### src/rtl/nebula_noc_reorder_buffer.sv
// Reorder buffer: hands out tags in order, accepts NoC responses in any order,
// and releases them in allocation order with a head-of-line timeout.
module nebula_noc_reorder_buffer #(
  parameter int DEPTH   = 8,
  parameter int DATA_W  = 64,
  parameter int TIMEOUT = 256,
  localparam int AW     = $clog2(DEPTH)
) (
  input  logic              clk,
  input  logic              rst_n,
  input  logic              alloc_valid,
  output logic              alloc_ready,
  output logic [AW-1:0]     alloc_tag,
  input  logic              rsp_valid,
  output logic              rsp_ready,
  input  logic [AW-1:0]     rsp_tag,
  input  logic [DATA_W-1:0] rsp_data,
  input  logic [1:0]        rsp_resp,
  output logic              out_valid,
  input  logic              out_ready,
  output logic [AW-1:0]     out_tag,
  output logic [DATA_W-1:0] out_data,
  output logic [1:0]        out_resp,
  input  logic              err_clr,
  output logic [AW:0]       occupancy,
  output logic [31:0]       tx_count,
  output logic [31:0]       rx_count,
  output logic [2:0]        err_status
);

  localparam int TW = (TIMEOUT > 1) ? $clog2(TIMEOUT) : 1;
  localparam logic [TW-1:0] TMAX = TW'((TIMEOUT > 0) ? TIMEOUT - 1 : 0);

  logic [DEPTH-1:0]  alloc_q;
  logic [DEPTH-1:0]  done_q;
  logic [DATA_W-1:0] data_q [DEPTH];
  logic [1:0]        resp_q [DEPTH];
  logic [AW-1:0]     head;
  logic [AW-1:0]     tail;
  logic [TW-1:0]     timer;

  logic alloc_fire;
  logic release_fire;
  logic rsp_store;
  logic rsp_bad;
  logic rsp_dup;
  logic head_waiting;
  logic timeout_fire;

  assign rsp_ready    = 1'b1;
  assign alloc_ready  = (occupancy != (AW+1)'(DEPTH));
  assign alloc_tag    = tail;
  assign out_valid    = alloc_q[head] && done_q[head];
  assign out_tag      = head;
  assign out_data     = data_q[head];
  assign out_resp     = resp_q[head];

  assign alloc_fire   = alloc_valid && alloc_ready;
  assign release_fire = out_valid && out_ready;
  assign head_waiting = alloc_q[head] && !done_q[head];

  // A slot being released this cycle is already done, so a response to it
  // naturally lands in the duplicate branch.
  always_comb begin
    rsp_store = 1'b0;
    rsp_bad   = 1'b0;
    rsp_dup   = 1'b0;
    if (rsp_valid) begin
      if (!alloc_q[rsp_tag])     rsp_bad   = 1'b1;
      else if (done_q[rsp_tag])  rsp_dup   = 1'b1;
      else                       rsp_store = 1'b1;
    end
  end

  // A real response arriving on the timeout cycle takes precedence.
  always_comb begin
    timeout_fire = 1'b0;
    if (TIMEOUT != 0 && head_waiting && timer == TMAX &&
        !(rsp_store && rsp_tag == head))
      timeout_fire = 1'b1;
  end

  // NOTE: sequential state uses non-blocking assignments so every register
  // samples the pre-edge values, independent of statement order.
  always_ff @(posedge clk) begin
    if (!rst_n) begin
      alloc_q    <= '0;
      done_q     <= '0;
      head       <= '0;
      tail       <= '0;
      timer      <= '0;
      occupancy  <= '0;
      tx_count   <= '0;
      rx_count   <= '0;
      err_status <= '0;
    end else begin
      if (alloc_fire) begin
        alloc_q[tail] <= 1'b1;
        done_q[tail]  <= 1'b0;
        tail          <= tail + AW'(1);
      end
      if (release_fire) begin
        alloc_q[head] <= 1'b0;
        head          <= head + AW'(1);
        tx_count      <= tx_count + 32'd1;
      end
      if (rsp_store) begin
        done_q[rsp_tag] <= 1'b1;
        rx_count        <= rx_count + 32'd1;
      end
      if (timeout_fire)
        done_q[head] <= 1'b1;

      if (release_fire || timeout_fire) timer <= '0;
      else if (head_waiting)            timer <= timer + TW'(1);

      occupancy <= occupancy + (AW+1)'(alloc_fire) - (AW+1)'(release_fire);

      // Clear first, then let any same-cycle error event re-set its bit.
      err_status <= (err_clr ? 3'b000 : err_status) |
                    {timeout_fire, rsp_dup, rsp_bad};
    end
  end

  // NOTE: payload storage is deliberately left out of reset; a slot is only
  // read once its done bit is set, and done bits are reset.
  always_ff @(posedge clk) begin
    if (timeout_fire) begin
      data_q[head] <= '0;
      resp_q[head] <= 2'b10;
    end
    if (rsp_store) begin
      data_q[rsp_tag] <= rsp_data;
      resp_q[rsp_tag] <= rsp_resp;
    end
  end

endmodule

### config.mk
export PLATFORM = sky130hd
export DESIGN_NAME = nebula_noc_reorder_buffer
export DESIGN_NICKNAME = d
export VERILOG_FILES = /design/src/rtl/nebula_noc_reorder_buffer.sv
export SDC_FILE = /design/constraint.sdc
export NUM_CORES = 1
export LEC_CHECK = 0
export ABC_AREA = 1
export CAP_MARGIN = 10
export CORE_ASPECT_RATIO = 0.9
export CORE_MARGIN = 8
export CORE_UTILIZATION = 28
export CTS_BUF_LIST = sky130_fd_sc_hd__clkbuf_4
export DETAILED_ROUTE_END_ITERATION = 7
export PLACE_DENSITY_LB_ADDON = 0.3
export SLEW_MARGIN = 20
export SYNTH_ARGS = -nofsm -noshare
export SYNTH_HDL_FRONTEND = slang
export SYNTH_SLANG_ARGS = --single-unit
### constraint.sdc
create_clock -name clk -period 5.42 [get_ports clk]
set_input_delay 1.084 -clock clk [delete_from_list [all_inputs] [get_ports clk]]
set_output_delay 1.084 -clock clk [all_outputs]
set_load 0.03 [all_outputs]
; ---- Word level (Yosys, flattened, before mapping)
; Memory sizes are Yosys's and may differ from the RTL's. A register that Yosys moved wholly into a read port is not among the register bits.
; Cells that the tools add are included.
[totals]
input_bits = 75
output_inout_bits = 146
ff_bits = 101
elab_cells = 90
ram_bits = 528
memories = 2
[op_classes]
mux = 40
bitwise = 9
reduce_logical = 14
n_lt_le_gt_ge = 6
eq_ne = 3
addsub = 7
[mem_list]
columns = memory, depth, width, rd, rd_ports_with_merged_regs, write_ports, line_no
row1 = data_q, 8, 64, 1, 1, 2, 36  ; logic [DATA_W-1:0] data_q [DEPTH];
row2 = resp_q, 8, 2, 1, 1, 2, 37  ; logic [1:0] resp_q [DEPTH];
[ops]
columns = op, count
row1 = adder 32 x 1 -> 32 bit (second input constant), 2
row2 = two-way mux 8 bit, 8
row3 = OR 8 bit, 3
row4 = two-way mux 1 bit, 20
row5 = AND 8 bit, 2
row6 = NOT 8 bit, 2
row7 = two-way mux 3 bit, 5
row8 = binary-select mux 1 bit (select 3 bit), 4
row9 = < comparator 3 x 4 -> 1 bit (second input constant), 3
row10 = logical AND 1 bit, 10
row11 = demux 1 bit (select 3 bit), 3
row12 = >= comparator 3 x 1 -> 1 bit (second input constant), 3
row13 = adder 8 x 1 -> 8 bit (second input constant), 1
row14 = equality test 8 bit (second input constant), 1
row15 = adder 3 x 1 -> 3 bit (second input constant), 2
row16 = adder 4 x 1 -> 4 bit, 1
row17 = != test 4 bit (second input constant), 1
row18 = subtractor 4 x 1 -> 4 bit, 1
row19 = equality test 3 bit, 1
row20 = OR 3 bit, 1
row21 = zero test 1 bit, 2
row22 = OR reduction 2 bit, 1
row23 = logical OR 1 bit, 1
row24 = NOT 1 bit, 1

; ---- Depth between registers and ports, before layout
[logic_depth]
ltp_word = 13
ltp_mapped = 19
depth_no_buf = 17

; ---- Worst setup path before layout
; OpenSTA, ideal clock, no wires.
[synth_timing]
path_kind = input to register
from = input port rsp_tag[1]
to = memory data_q[6][0] (enable)
setup_ps = 426
t_required_ps = 4994
path_slack_ps = 1186
path_stages = 12
arrival_ps = 3808
n_path_buf = 4
cell_sequence = clkbuf_1 > nor2_1 > nand3_1 > nand2_1 > nor2_4 > nand2_2 > nor2_4 > buf_6 > nand2_2 > buf_6 > buf_6 > nand2_1
[synth_lines]
columns = element, line_no
row1 = "start, declared", 16  ; input logic [AW-1:0] rsp_tag,
row2 = "end, declared", 36

==> qor.csv <==
metric,value,unit
storage_cell_area,0.01794,mm²
syn_avg_cell_area,9.276,µm²
finalCritPeriodShare,0.9360,
synth_top_cell_by_area,sky130_fd_sc_hd__edfxtp_1,
peakVddDrop,0.1930,mV
multi_input_area,0.009413,mm²
synth_most_common_cell,sky130_fd_sc_hd__nor2_1,
die_x,354.0,µm
count_of_flip_flops_with_a_built_in_enable_after_synthesis,528,
clk_transition_reported_paths,0.07,ns
starting_density_of_the_core,0.2823,
synth_top_area_share,0.5509,
antenna_found_initial,10,
startpoint_type,flop,
clk_latency,1.07,ns
synth_fp_nets,3189,
placed_cells,4532,
critical_path.max_stage_delay,0.78,ns
number_of_storage_elements_in_the_synthesis_netlist,632,
clock_root_buffer,sky130_fd_sc_hd__clkbuf_4,
drive_above_1_share,0.1038,
die_h,320.2,µm
syn_to_final_growth,20.35,%
async_flop_share,0,
layout_fillers,10570,
critical_path_peak_fanout,103,
worstSetupEndpointType,output pin,
placement_rows,111,
tritoncts,built,
global_route.overflow_total,0,
fin_tns_setup,0,ns
cts_num_sinks,632,
crit_chain,"inv_8, buf_4, o21ai_0, o22ai_1, nor2_1, a31oi_1, clkdlybuf4s50_1",
power_density,289.7,mW/mm²
fin_nets,3437,
worst-path-buf-inv,3,
floorplan.io_pins,221,
setup-violations-final,0,
global_route.usage.total,0.1516,
report.final.hold_viol_count,0,
number_of_instances_in_the_synthesized_netlist,3103,
grt_first_pass_wirelength,136500,µm
detailroute.via_count,22720,
clockBufferDepth,3,
standard_cell_core_area,0.1019,mm²
route.antenna.remaining_nets,0,
setup_repair_after_global_routing_missed_its_margin,no,
post_synth_instance_area,0.02878,mm²
htree_num_levels,4,
routed_wl,88190,µm
finalCriticalPeriod,5.073,ns
synth.yosys.warnings,0,
hold_buffers,0,
slew_viol_final,0,
drt-vias-per-instance,4.688,
worst_path_max_delay_cell,sky130_fd_sc_hd__clkdlybuf4s50_1,
min_path_type,reg2reg,
clock-skew-final,0.08319,ns
layoutNonFillerInstCount,4846,
dr_drc_count,0,
port_buffers,219,
synth_top_cells_by_count,"sky130_fd_sc_hd__nor2_1, sky130_fd_sc_hd__edfxtp_1, sky130_fd_sc_hd__nand2_1, sky130_fd_sc_hd__o21ai_0, sky130_fd_sc_hd__inv_1",
run_status,"finished, final reports clean",
finalWeightedCongestion,0.8849,
timing.max_cap.violations,0,
cts_inserted_buffers,173,
achievable-frequency,197.1,MHz
synth.yosys.seq_area_share,0.6232,
dp_hpwl,51110,µm
drt_first_pass_iters,5,
largest_net_degree_at_the_start_of_global_routing,133,
yosys_most_used_dff,sky130_fd_sc_hd__edfxtp_1,
die-area,0.1133,mm²
yosys.cell_types.count,36,
grt_pass1_vias,22940,
timing_worst_slew_pin_value,1.024,ns
critical-path-top-delay-family,buffers and inverters,
avgRoutedWirePerCell,18.20,µm
timing.slew.headroom,0.3175,
drt_iter0_drc,1504,
synthTopCellsByArea,"sky130_fd_sc_hd__edfxtp_1, sky130_fd_sc_hd__nor2_1, sky130_fd_sc_hd__dfxtp_1",
critical_path_arrival,3.99,ns
path_class,reg2out,
p_leak,13.96,nW
critical_path_required,4.34,ns
## flip-flops by register name (all words and copies together), names as in the netlist, named ones only
register and count:
alloc_tag 3, data_q 512, timer 8, tx_count 32, rx_count 32, err_status 3
alloc_q 8, done_q 8, resp_q 16, occupancy 4, out_tag 3
## stage by stage
stage                       util  area, µm²  total power, mW  hold WS, ns  worst slack (ns)
after floorplan                -      28780            5.542       0.4666             1.186
after global placement    0.3174      32360            5.723       0.4560             1.074
after detailed placement  0.3174      32360            5.723       0.4623             1.029
after CTS                 0.3395      34610            10.19       0.4748           0.02052
after global routing      0.3397      34630            10.47       0.5106           0.02021
final                     0.3398      34640            10.04       0.4673            0.3467
## layout make-up
cell class                 instances  share of cell area
antenna                           12           0.0008669
clock buffer                     267             0.05787
clock inverter                    35            0.006827
inverter                         169             0.01867
multi-input combinational       2113              0.2717
sequential                       632              0.5180
tap                             1356             0.04898
timing repair buffer             262             0.07701
## power breakdown
group	total, mW	switching, mW	leakage (nW)	internal [mW]
clock	4.42	2.12	1.34	2.30
sequential	5.23	0.0188	6.91	5.21
combinational	0.382	0.257	5.71	0.125
## layout by cell type (no fill, tap or decap), types with 3 or more instances in the layout
| cell | synthesis | layout |
|---|---|---|
| sky130_fd_sc_hd__a21oi_1 | 82 | 82 |
| sky130_fd_sc_hd__a31oi_1 | 66 | 66 |
| sky130_fd_sc_hd__buf_12 | 0 | 12 |
| sky130_fd_sc_hd__buf_4 | 4 | 29 |
| sky130_fd_sc_hd__clkbuf_4 | 0 | 267 |
| sky130_fd_sc_hd__clkdlybuf4s50_1 | 0 | 218 |
| sky130_fd_sc_hd__clkinv_1 | 1 | 17 |
| sky130_fd_sc_hd__clkinv_4 | 0 | 3 |
| sky130_fd_sc_hd__dfxtp_1 | 104 | 102 |
| sky130_fd_sc_hd__diode_2 | 0 | 12 |
| sky130_fd_sc_hd__edfxtp_1 | 528 | 528 |
| sky130_fd_sc_hd__ha_1 | 10 | 10 |
| sky130_fd_sc_hd__inv_1 | 165 | 163 |
| sky130_fd_sc_hd__inv_2 | 3 | 6 |
| sky130_fd_sc_hd__inv_6 | 0 | 5 |
| sky130_fd_sc_hd__nand2_1 | 317 | 305 |
| sky130_fd_sc_hd__nand2_4 | 0 | 16 |
| sky130_fd_sc_hd__nand3_1 | 67 | 67 |
| sky130_fd_sc_hd__nand3b_1 | 6 | 6 |
| sky130_fd_sc_hd__nand4_1 | 14 | 14 |
| sky130_fd_sc_hd__nor2_1 | 1091 | 1091 |
| sky130_fd_sc_hd__nor3_1 | 30 | 30 |
| sky130_fd_sc_hd__nor3b_1 | 4 | 4 |
| sky130_fd_sc_hd__o21ai_0 | 302 | 302 |
| sky130_fd_sc_hd__o22ai_1 | 66 | 66 |
| sky130_fd_sc_hd__xnor2_1 | 16 | 16 |
| sky130_fd_sc_hd__xor2_1 | 24 | 24 |
## layer usage
metal | share of wire | track usage | up-vias | wire length (µm)
met5 | 0.00048 | 0 | - | 42
met1 | 0.47 | 0.2089 | 10900 | 41810
met4 | 0.021 | 0.04744 | 6 | 1859
li1 | - | - | 11010 | -
met3 | 0.068 | 0.03980 | 169 | 5983
met2 | 0.44 | 0.2326 | 641 | 38500
## timing repair
item | in CTS | in global routing
pin swaps | 0 | 0
gates resized for setup | 2 | 1
setup buffers | 0 | 0
setup endpoints to repair | 1 | 1
## path summary, 6_finish.rpt
check,from,to,slack [ns],depth (start not counted)
setup / recovery,flop,out_data[60],0.35,7
hold / removal,err_status[2],err_status[2],0.47,2
setup reg to reg,out_tag[0],data_q[1][2],1.51,11
hold reg to reg,err_status[2],err_status[2],0.47,2
## tightest hold or removal path, cell delays in order, from the launching register on
cell,delay (ns)
sky130_fd_sc_hd__dfxtp_1,0.31
sky130_fd_sc_hd__nand2_1,0.06
sky130_fd_sc_hd__a21oi_1,0.05
## kinds of logic after synthesis
group / Yosys count / synth area share
xor+xnor: 40 / 0.01217
flops: 632 / 0.6232
other cells: 1 / 0.0001303
compound gates: 518 / 0.09598
fa+ha+maj: 11 / 0.005043
buf+inv: 358 / 0.05360
simple gates: 1543 / 0.2099
Note: power is estimated with default switching activity, not from simulation.
